--- src/rtl/programmable_clock_divider_if.sv ---
// programmable_clock_divider_if: control and status bundle for the programmable clock divider
interface programmable_clock_divider_if #(parameter int WIDTH = 28);
  logic enable;
  logic div_load;
  logic [WIDTH-1:0] div_in;
  logic clock_out;
  logic [WIDTH-1:0] div_active;
  logic load_pending;
  logic tick;
  modport master (output enable, div_load, div_in, input clock_out, div_active, load_pending, tick);
  modport slave (input enable, div_load, div_in, output clock_out, div_active, load_pending, tick);
endinterface

--- src/rtl/programmable_clock_divider.sv ---
// programmable_clock_divider: glitch-free divide-by-N with wrap-aligned divisor reloads; tick pulse when CLKDIV_TICK_EN is defined
module programmable_clock_divider #(
  parameter int WIDTH = 28,
  parameter int DEFAULT_DIV = 2
) (
  input logic clock_in,
  input logic reset,
  programmable_clock_divider_if.slave bus
);
  localparam logic [WIDTH-1:0] DEF_DIV = DEFAULT_DIV < 2 ? WIDTH'(2) : WIDTH'(DEFAULT_DIV);
  logic [WIDTH-1:0] count, count_nx, active, active_nx, shadow, shadow_nx;
  logic out_q, out_nx, pend, pend_nx, wrap, apply;
  // a load landing on the wrap edge supersedes the older pending value, so nothing is applied there
  always_comb begin
    wrap = bus.enable && count == active - WIDTH'(1);
    apply = wrap && pend && !bus.div_load;
    count_nx = !bus.enable ? count : wrap ? '0 : count + WIDTH'(1);
    active_nx = apply ? shadow : active;
    out_nx = bus.enable ? count_nx < (active_nx >> 1) : out_q;
    shadow_nx = !bus.div_load ? shadow : bus.div_in < WIDTH'(2) ? WIDTH'(2) : bus.div_in;
    pend_nx = bus.div_load || (pend && !apply);
  end
  always_ff @(posedge clock_in) begin
    if (reset) begin
      count <= '0;
      out_q <= 1'b0;
      active <= DEF_DIV;
      shadow <= DEF_DIV;
      pend <= 1'b0;
    end else begin
      count <= count_nx;
      out_q <= out_nx;
      active <= active_nx;
      shadow <= shadow_nx;
      pend <= pend_nx;
    end
  end
  assign bus.clock_out = out_q;
  assign bus.div_active = active;
  assign bus.load_pending = pend;
`ifdef CLKDIV_TICK_EN
  logic tick_q;
  always_ff @(posedge clock_in) tick_q <= reset ? 1'b0 : wrap;
  assign bus.tick = tick_q;
`else
  assign bus.tick = 1'b0;
`endif
endmodule

--- src/flat_wrapper.sv ---
// flat-port wrapper written by rule: the top's interface ports become plain ports
module programmable_clock_divider_flat 
#(
  parameter int WIDTH = 28,
  parameter int DEFAULT_DIV = 2
)
  (clock_in, reset, bus_enable, bus_div_load, bus_div_in, bus_clock_out, bus_div_active, bus_load_pending, bus_tick);
  programmable_clock_divider_if #(.WIDTH(WIDTH)) bus_i ();
  input logic clock_in;
  input logic reset;
  input wire logic [$bits(bus_i.enable)-1:0] bus_enable;
  input wire logic [$bits(bus_i.div_load)-1:0] bus_div_load;
  input wire logic [$bits(bus_i.div_in)-1:0] bus_div_in;
  output wire logic [$bits(bus_i.clock_out)-1:0] bus_clock_out;
  output wire logic [$bits(bus_i.div_active)-1:0] bus_div_active;
  output wire logic [$bits(bus_i.load_pending)-1:0] bus_load_pending;
  output wire logic [$bits(bus_i.tick)-1:0] bus_tick;
  assign bus_i.enable = bus_enable;
  assign bus_i.div_load = bus_div_load;
  assign bus_i.div_in = bus_div_in;
  assign bus_clock_out = bus_i.clock_out;
  assign bus_div_active = bus_i.div_active;
  assign bus_load_pending = bus_i.load_pending;
  assign bus_tick = bus_i.tick;
  programmable_clock_divider #(.WIDTH(WIDTH), .DEFAULT_DIV(DEFAULT_DIV)) u_core (.clock_in(clock_in), .reset(reset), .bus(bus_i));
endmodule
--- config.mk ---
export PLATFORM = sky130hd
export DESIGN_NAME = programmable_clock_divider_flat
export DESIGN_NICKNAME = d
export VERILOG_FILES = /design/src/rtl/programmable_clock_divider_if.sv /design/src/rtl/programmable_clock_divider.sv /design/src/flat_wrapper.sv
export SDC_FILE = /design/constraint.sdc
export NUM_CORES = 1
export LEC_CHECK = 0
export ABC_AREA = 1
export CAP_MARGIN = 15
export CELL_PAD_IN_SITES_DETAIL_PLACEMENT = 0
export CELL_PAD_IN_SITES_GLOBAL_PLACEMENT = 2
export CORE_MARGIN = 5
export CORE_UTILIZATION = 34
export DETAILED_ROUTE_END_ITERATION = 10
export GPL_TIMING_DRIVEN = 0
export PLACE_DENSITY = 0.87
export SLEW_MARGIN = 20
export SYNTH_ARGS = -nofsm -noshare
export SYNTH_HDL_FRONTEND = slang
export SYNTH_SLANG_ARGS = --single-unit
--- constraint.sdc ---
create_clock -name clock_in -period 5.6 [get_ports clock_in]
set_input_delay 0.84 -clock clock_in [delete_from_list [all_inputs] [get_ports clock_in]]
set_output_delay 0.84 -clock clock_in [all_outputs]
set_load 0.1 [all_outputs]
==> impl_results.html <==
<table>
<tr><th>Metric</th><th>Value</th></tr>
<tr><th colspan="2">Run status</th></tr>
<tr><td>Outcome</td><td>finished, final reports clean</td></tr>
<tr><th colspan="2">GRT</th></tr>
<tr><td>GRT overflow</td><td>0</td></tr>
<tr><td>GR Util All Layers</td><td>18.9%</td></tr>
<tr><td>Via count of the first global-routing pass</td><td>5359</td></tr>
<tr><td>Initial antenna violation count</td><td>0</td></tr>
<tr><td>Maximum number of pins on one net before global-route repair</td><td>15</td></tr>
<tr><td>Wire length of the first global-routing pass</td><td>28800 um</td></tr>
<tr><th colspan="2">Clock network</th></tr>
<tr><td>Maximum buffer depth of the clock tree</td><td>2</td></tr>
<tr><td>Clock-pin slew of the registers on the worst-case setup and hold paths</td><td>0.06 ns</td></tr>
<tr><td># resized after CTS</td><td>0</td></tr>
<tr><td>Setup repair bufs after CTS</td><td>0</td></tr>
<tr><td>Clk sink count</td><td>86</td></tr>
<tr><td>Clock Latency Late Sink</td><td>0.34 ns</td></tr>
<tr><td>Post-CTS Hold Buffers</td><td>0</td></tr>
<tr><td>Cell chosen for the clock root</td><td>clkbuf_16</td></tr>
<tr><td>Cts bufs inserted</td><td>9</td></tr>
<tr><td>Deepest level of the CTS H-tree</td><td>3</td></tr>
<tr><td>TritonCTS clock tree</td><td>built</td></tr>
<tr><th colspan="2">Synthesis</th></tr>
<tr><td>Netlist cell types</td><td>39</td></tr>
<tr><td>Post-synth ARST share</td><td>0%</td></tr>
<tr><td>Cell Area, Synth</td><td>5630 sq um</td></tr>
<tr><td>YS warnings</td><td>0</td></tr>
<tr><td>Post-synthesis instance total</td><td>852</td></tr>
<tr><td>Avg Inst Size Synth</td><td>6.61 sq um</td></tr>
<tr><td>Most used flip-flop cell after synthesis</td><td>dfxtp_1</td></tr>
<tr><td>Nets in the synthesized netlist</td><td>912</td></tr>
<tr><td>Flip-flop and latch count after synthesis</td><td>86</td></tr>
<tr><td>Sequential fraction of the synthesis area</td><td>30.6%</td></tr>
<tr><td>Count of flip-flops with a built-in enable after synthesis</td><td>0</td></tr>
<tr><th colspan="2">Layout</th></tr>
<tr><td>Area added between synthesis and finish</td><td>21.3%</td></tr>
<tr><td>Cell area after layout</td><td>6840 sq um</td></tr>
<tr><td>Layout cells sized above 1</td><td>5.60%</td></tr>
<tr><td>Non-filler cells in the finished layout</td><td>1149</td></tr>
<tr><td>Post-layout net count</td><td>984</td></tr>
<tr><td>Number of diodes</td><td>0</td></tr>
<tr><td>Share of the core filled with cells</td><td>41.7%</td></tr>
<tr><th colspan="2">Placed design</th></tr>
<tr><td>Total placed instance area</td><td>6520 sq um</td></tr>
<tr><td>Count of buffers from port buffering</td><td>61</td></tr>
<tr><td>Final GP Congestion</td><td>0.809</td></tr>
<tr><td>Cell count after placement</td><td>1133</td></tr>
<tr><td>Half-perimeter wire length of the detailed placement result</td><td>15400 um</td></tr>
<tr><td>DP Worst Slack</td><td>0.488 ns</td></tr>
<tr><th colspan="2">Timing</th></tr>
<tr><td>Worst Hold Slack</td><td>0.477 ns</td></tr>
<tr><td>Unrepaired setup endpoints after global routing</td><td>false</td></tr>
<tr><td>Setup Total Neg Slack</td><td>0 ns</td></tr>
<tr><td>Final setup violation count</td><td>0</td></tr>
<tr><td>Shortest clock period the worst path allows after layout</td><td>4.72 ns</td></tr>
<tr><td>Worst Clk Skew</td><td>0.00772 ns</td></tr>
<tr><td>Fmax</td><td>212 MHz</td></tr>
<tr><td>Worst Slack Setup Final</td><td>0.885 ns</td></tr>
<tr><td>Part of the cycle the worst path needs</td><td>84.2%</td></tr>
<tr><td>Final Max Slew Viols</td><td>0</td></tr>
<tr><td>Transition time at the pin with the least slew margin</td><td>0.978 ns</td></tr>
<tr><td>Worst slew margin relative to its limit</td><td>34.6%</td></tr>
<tr><td>Count of final hold-check violations</td><td>0</td></tr>
<tr><th colspan="2">Critical path</th></tr>
<tr><td>Crit end category</td><td>flip-flop</td></tr>
<tr><td>Max stage delay cell, worst path</td><td>clkdlybuf4s50_1</td></tr>
<tr><td>Arrival time reported for the critical path endpoint</td><td>4.99 ns</td></tr>
<tr><td>Number of buffers and inverters on the critical path</td><td>3</td></tr>
<tr><td>Category of the most critical setup path</td><td>input port to flip-flop</td></tr>
<tr><td>Crit path required time</td><td>5.88 ns</td></tr>
<tr><td>Largest fanout of any net on the critical path</td><td>10</td></tr>
<tr><td>Largest delay contributor family on the critical path</td><td>simple AND/OR/NAND/NOR gates</td></tr>
<tr><td>Crit path launch type</td><td>input port</td></tr>
<tr><td>CP max stage delay</td><td>0.69 ns</td></tr>
<tr><td>Crit-path most repeated cell</td><td>nand2_1</td></tr>
<tr><th colspan="2">Routing</th></tr>
<tr><td>DRC violation count after routing</td><td>0</td></tr>
<tr><td>Antenna-violating nets left</td><td>0</td></tr>
<tr><td>Routed via count divided by cell count</td><td>4.71</td></tr>
<tr><td>Via count</td><td>5409</td></tr>
<tr><td>Drt total wl</td><td>18200 um</td></tr>
<tr><td>Routed wire per std cell</td><td>15.8 um</td></tr>
<tr><td>Drt initial violations</td><td>243</td></tr>
<tr><td>Count of TritonRoute iterations in the first routing pass</td><td>5</td></tr>
<tr><th colspan="2">Pwr</th></tr>
<tr><td>Cell area power density</td><td>228 nW/um^2</td></tr>
<tr><td>Peak supply drop</td><td>0.123 mV</td></tr>
<tr><td>Final Total Pwr</td><td>1.56 mW</td></tr>
<tr><td>Leakage</td><td>3.09 nW</td></tr>
<tr><th colspan="2">Die</th></tr>
<tr><td>Horiz. Die Dim</td><td>139 um</td></tr>
<tr><td>Top-level I/O count</td><td>63</td></tr>
<tr><td>Die height</td><td>139 um</td></tr>
<tr><td>Area enclosed by the die boundary</td><td>19200 sq um</td></tr>
<tr><td>Number of standard-cell rows in the floorplan</td><td>47</td></tr>
<tr><td>Starting Density</td><td>34.3%</td></tr>
<tr><td>Core outline area</td><td>16400 sq um</td></tr>
<tr><th colspan="2">Job</th></tr>
<tr><td>Total of max-cap violations</td><td>0</td></tr>
<tr><th colspan="2">Hold path</th></tr>
<tr><td>Path class of the lowest-slack min-delay path</td><td>flip-flop to flip-flop</td></tr>
</table>
## path summary, 6_finish.rpt
| kind | to | start | cells after the start | slack (ns) |
|---|---|---|---|---|
| max reg2reg | u_core.bus.clock_out | u_core.bus.div_active[0] | 25 | 1.26 |
| min reg2reg | u_core.bus.clock_out | u_core.bus.clock_out | 2 | 0.48 |
| max | u_core.bus.clock_out | bus_enable | 25 | 0.88 |
| min | u_core.bus.clock_out | u_core.bus.clock_out | 2 | 0.48 |
## layout by cell type, fill, tap and decap left out, types with 2 or more instances in the layout
| master | instances |
|---|---|
| o21bai_1 | 2 |
| clkinvlp_4 | 2 |
| clkbuf_1 | 23 |
| inv_2 | 3 |
| nor2_2 | 10 |
| dfxtp_1 | 86 |
| xnor2_1 | 12 |
| inv_1 | 66 |
| nand3b_1 | 8 |
| nand4_1 | 19 |
| nor2_4 | 7 |
| clkbuf_16 | 9 |
| nand2_2 | 3 |
| buf_1 | 2 |
| nand2_1 | 177 |
| nor3_1 | 34 |
| nor2_1 | 185 |
| nand2_4 | 4 |
| nor4_1 | 10 |
| or2_1 | 2 |
| xor2_1 | 30 |
| ha_1 | 28 |
| nand3_1 | 40 |
| o21ai_0 | 53 |
| and3_1 | 2 |
| nand3_2 | 3 |
| a21oi_1 | 20 |
| bufinv_16 | 2 |
| mux2i_1 | 12 |
| clkdlybuf4s50_1 | 61 |
## cell type report
cell class / instances / area (sq um)
sequential: 86 / 1720
fill: 1803 / 9570
multi-input combinational: 671 / 3540
tap: 220 / 275
clock inverter: 5 / 83.8
buffer: 26 / 110
timing repair buffer: 61 / 611
clock buffer: 11 / 233
inverter: 69 / 259
## cell families after synthesis
logic type / after synthesis / synth area share, %
compound gates: 80 / 7.42
xor+xnor: 42 / 6.53
fa+ha+maj: 28 / 6.22
buf+inv: 95 / 6.55
flops: 86 / 30.6
mux: 12 / 2.13
other cells: 1 / 0.0666
simple gates: 508 / 40.5
## registers in the layout, summed over array words and instances (netlist names)
register / flops
u_core.count: 28
u_core.shadow: 28
u_core.bus.div_active: 28
u_core.bus.load_pending: 1
u_core.bus.clock_out: 1
## cells in the mapped netlist, types with 4 or more instances
| library cell | number | share of area (%) |
|---|---|---|
| nor2_1 | 185 | 12 |
| nand2_1 | 177 | 12 |
| dfxtp_1 | 86 | 31 |
| inv_1 | 66 | 4.4 |
| o21ai_0 | 53 | 4.7 |
| nand3_1 | 40 | 3.6 |
| nor3_1 | 34 | 3.0 |
| xor2_1 | 30 | 4.7 |
| ha_1 | 28 | 6.2 |
| clkbuf_1 | 21 | 1.4 |
| a21oi_1 | 20 | 1.8 |
| nand4_1 | 19 | 2.1 |
| mux2i_1 | 12 | 2.1 |
| xnor2_1 | 12 | 1.9 |
| nor2_2 | 10 | 1.1 |
| nor4_1 | 10 | 1.1 |
| nand3b_1 | 8 | 1.1 |
| nor2_4 | 7 | 1.4 |
| nand2_4 | 4 | 0.80 |
## tightest hold or removal path, delay by kind of cell (launching register included)
| kind | cells | cell delay, ns |
|---|---|---|
| DFF | 1 | 0.31 |
| AOI/OAI and AO/OA | 1 | 0.05 |
| and+or+nand+nor | 1 | 0.08 |
## per-layer routing
metal	track usage (%)	up-vias	share of wire, %
li1	-	2914	-
met3	1.97	20	3.9
met5	0	-	0
met2	30.3	112	44
met4	5.72	0	1.9
met1	27.0	2363	50
## power by group
part           switching [mW]  total (mW)  internal (mW)
Clock                   0.245       0.637          0.392
Combinational           0.181       0.270         0.0889
Sequential             0.0178       0.650          0.632
(Power assumes the default switching activity.)
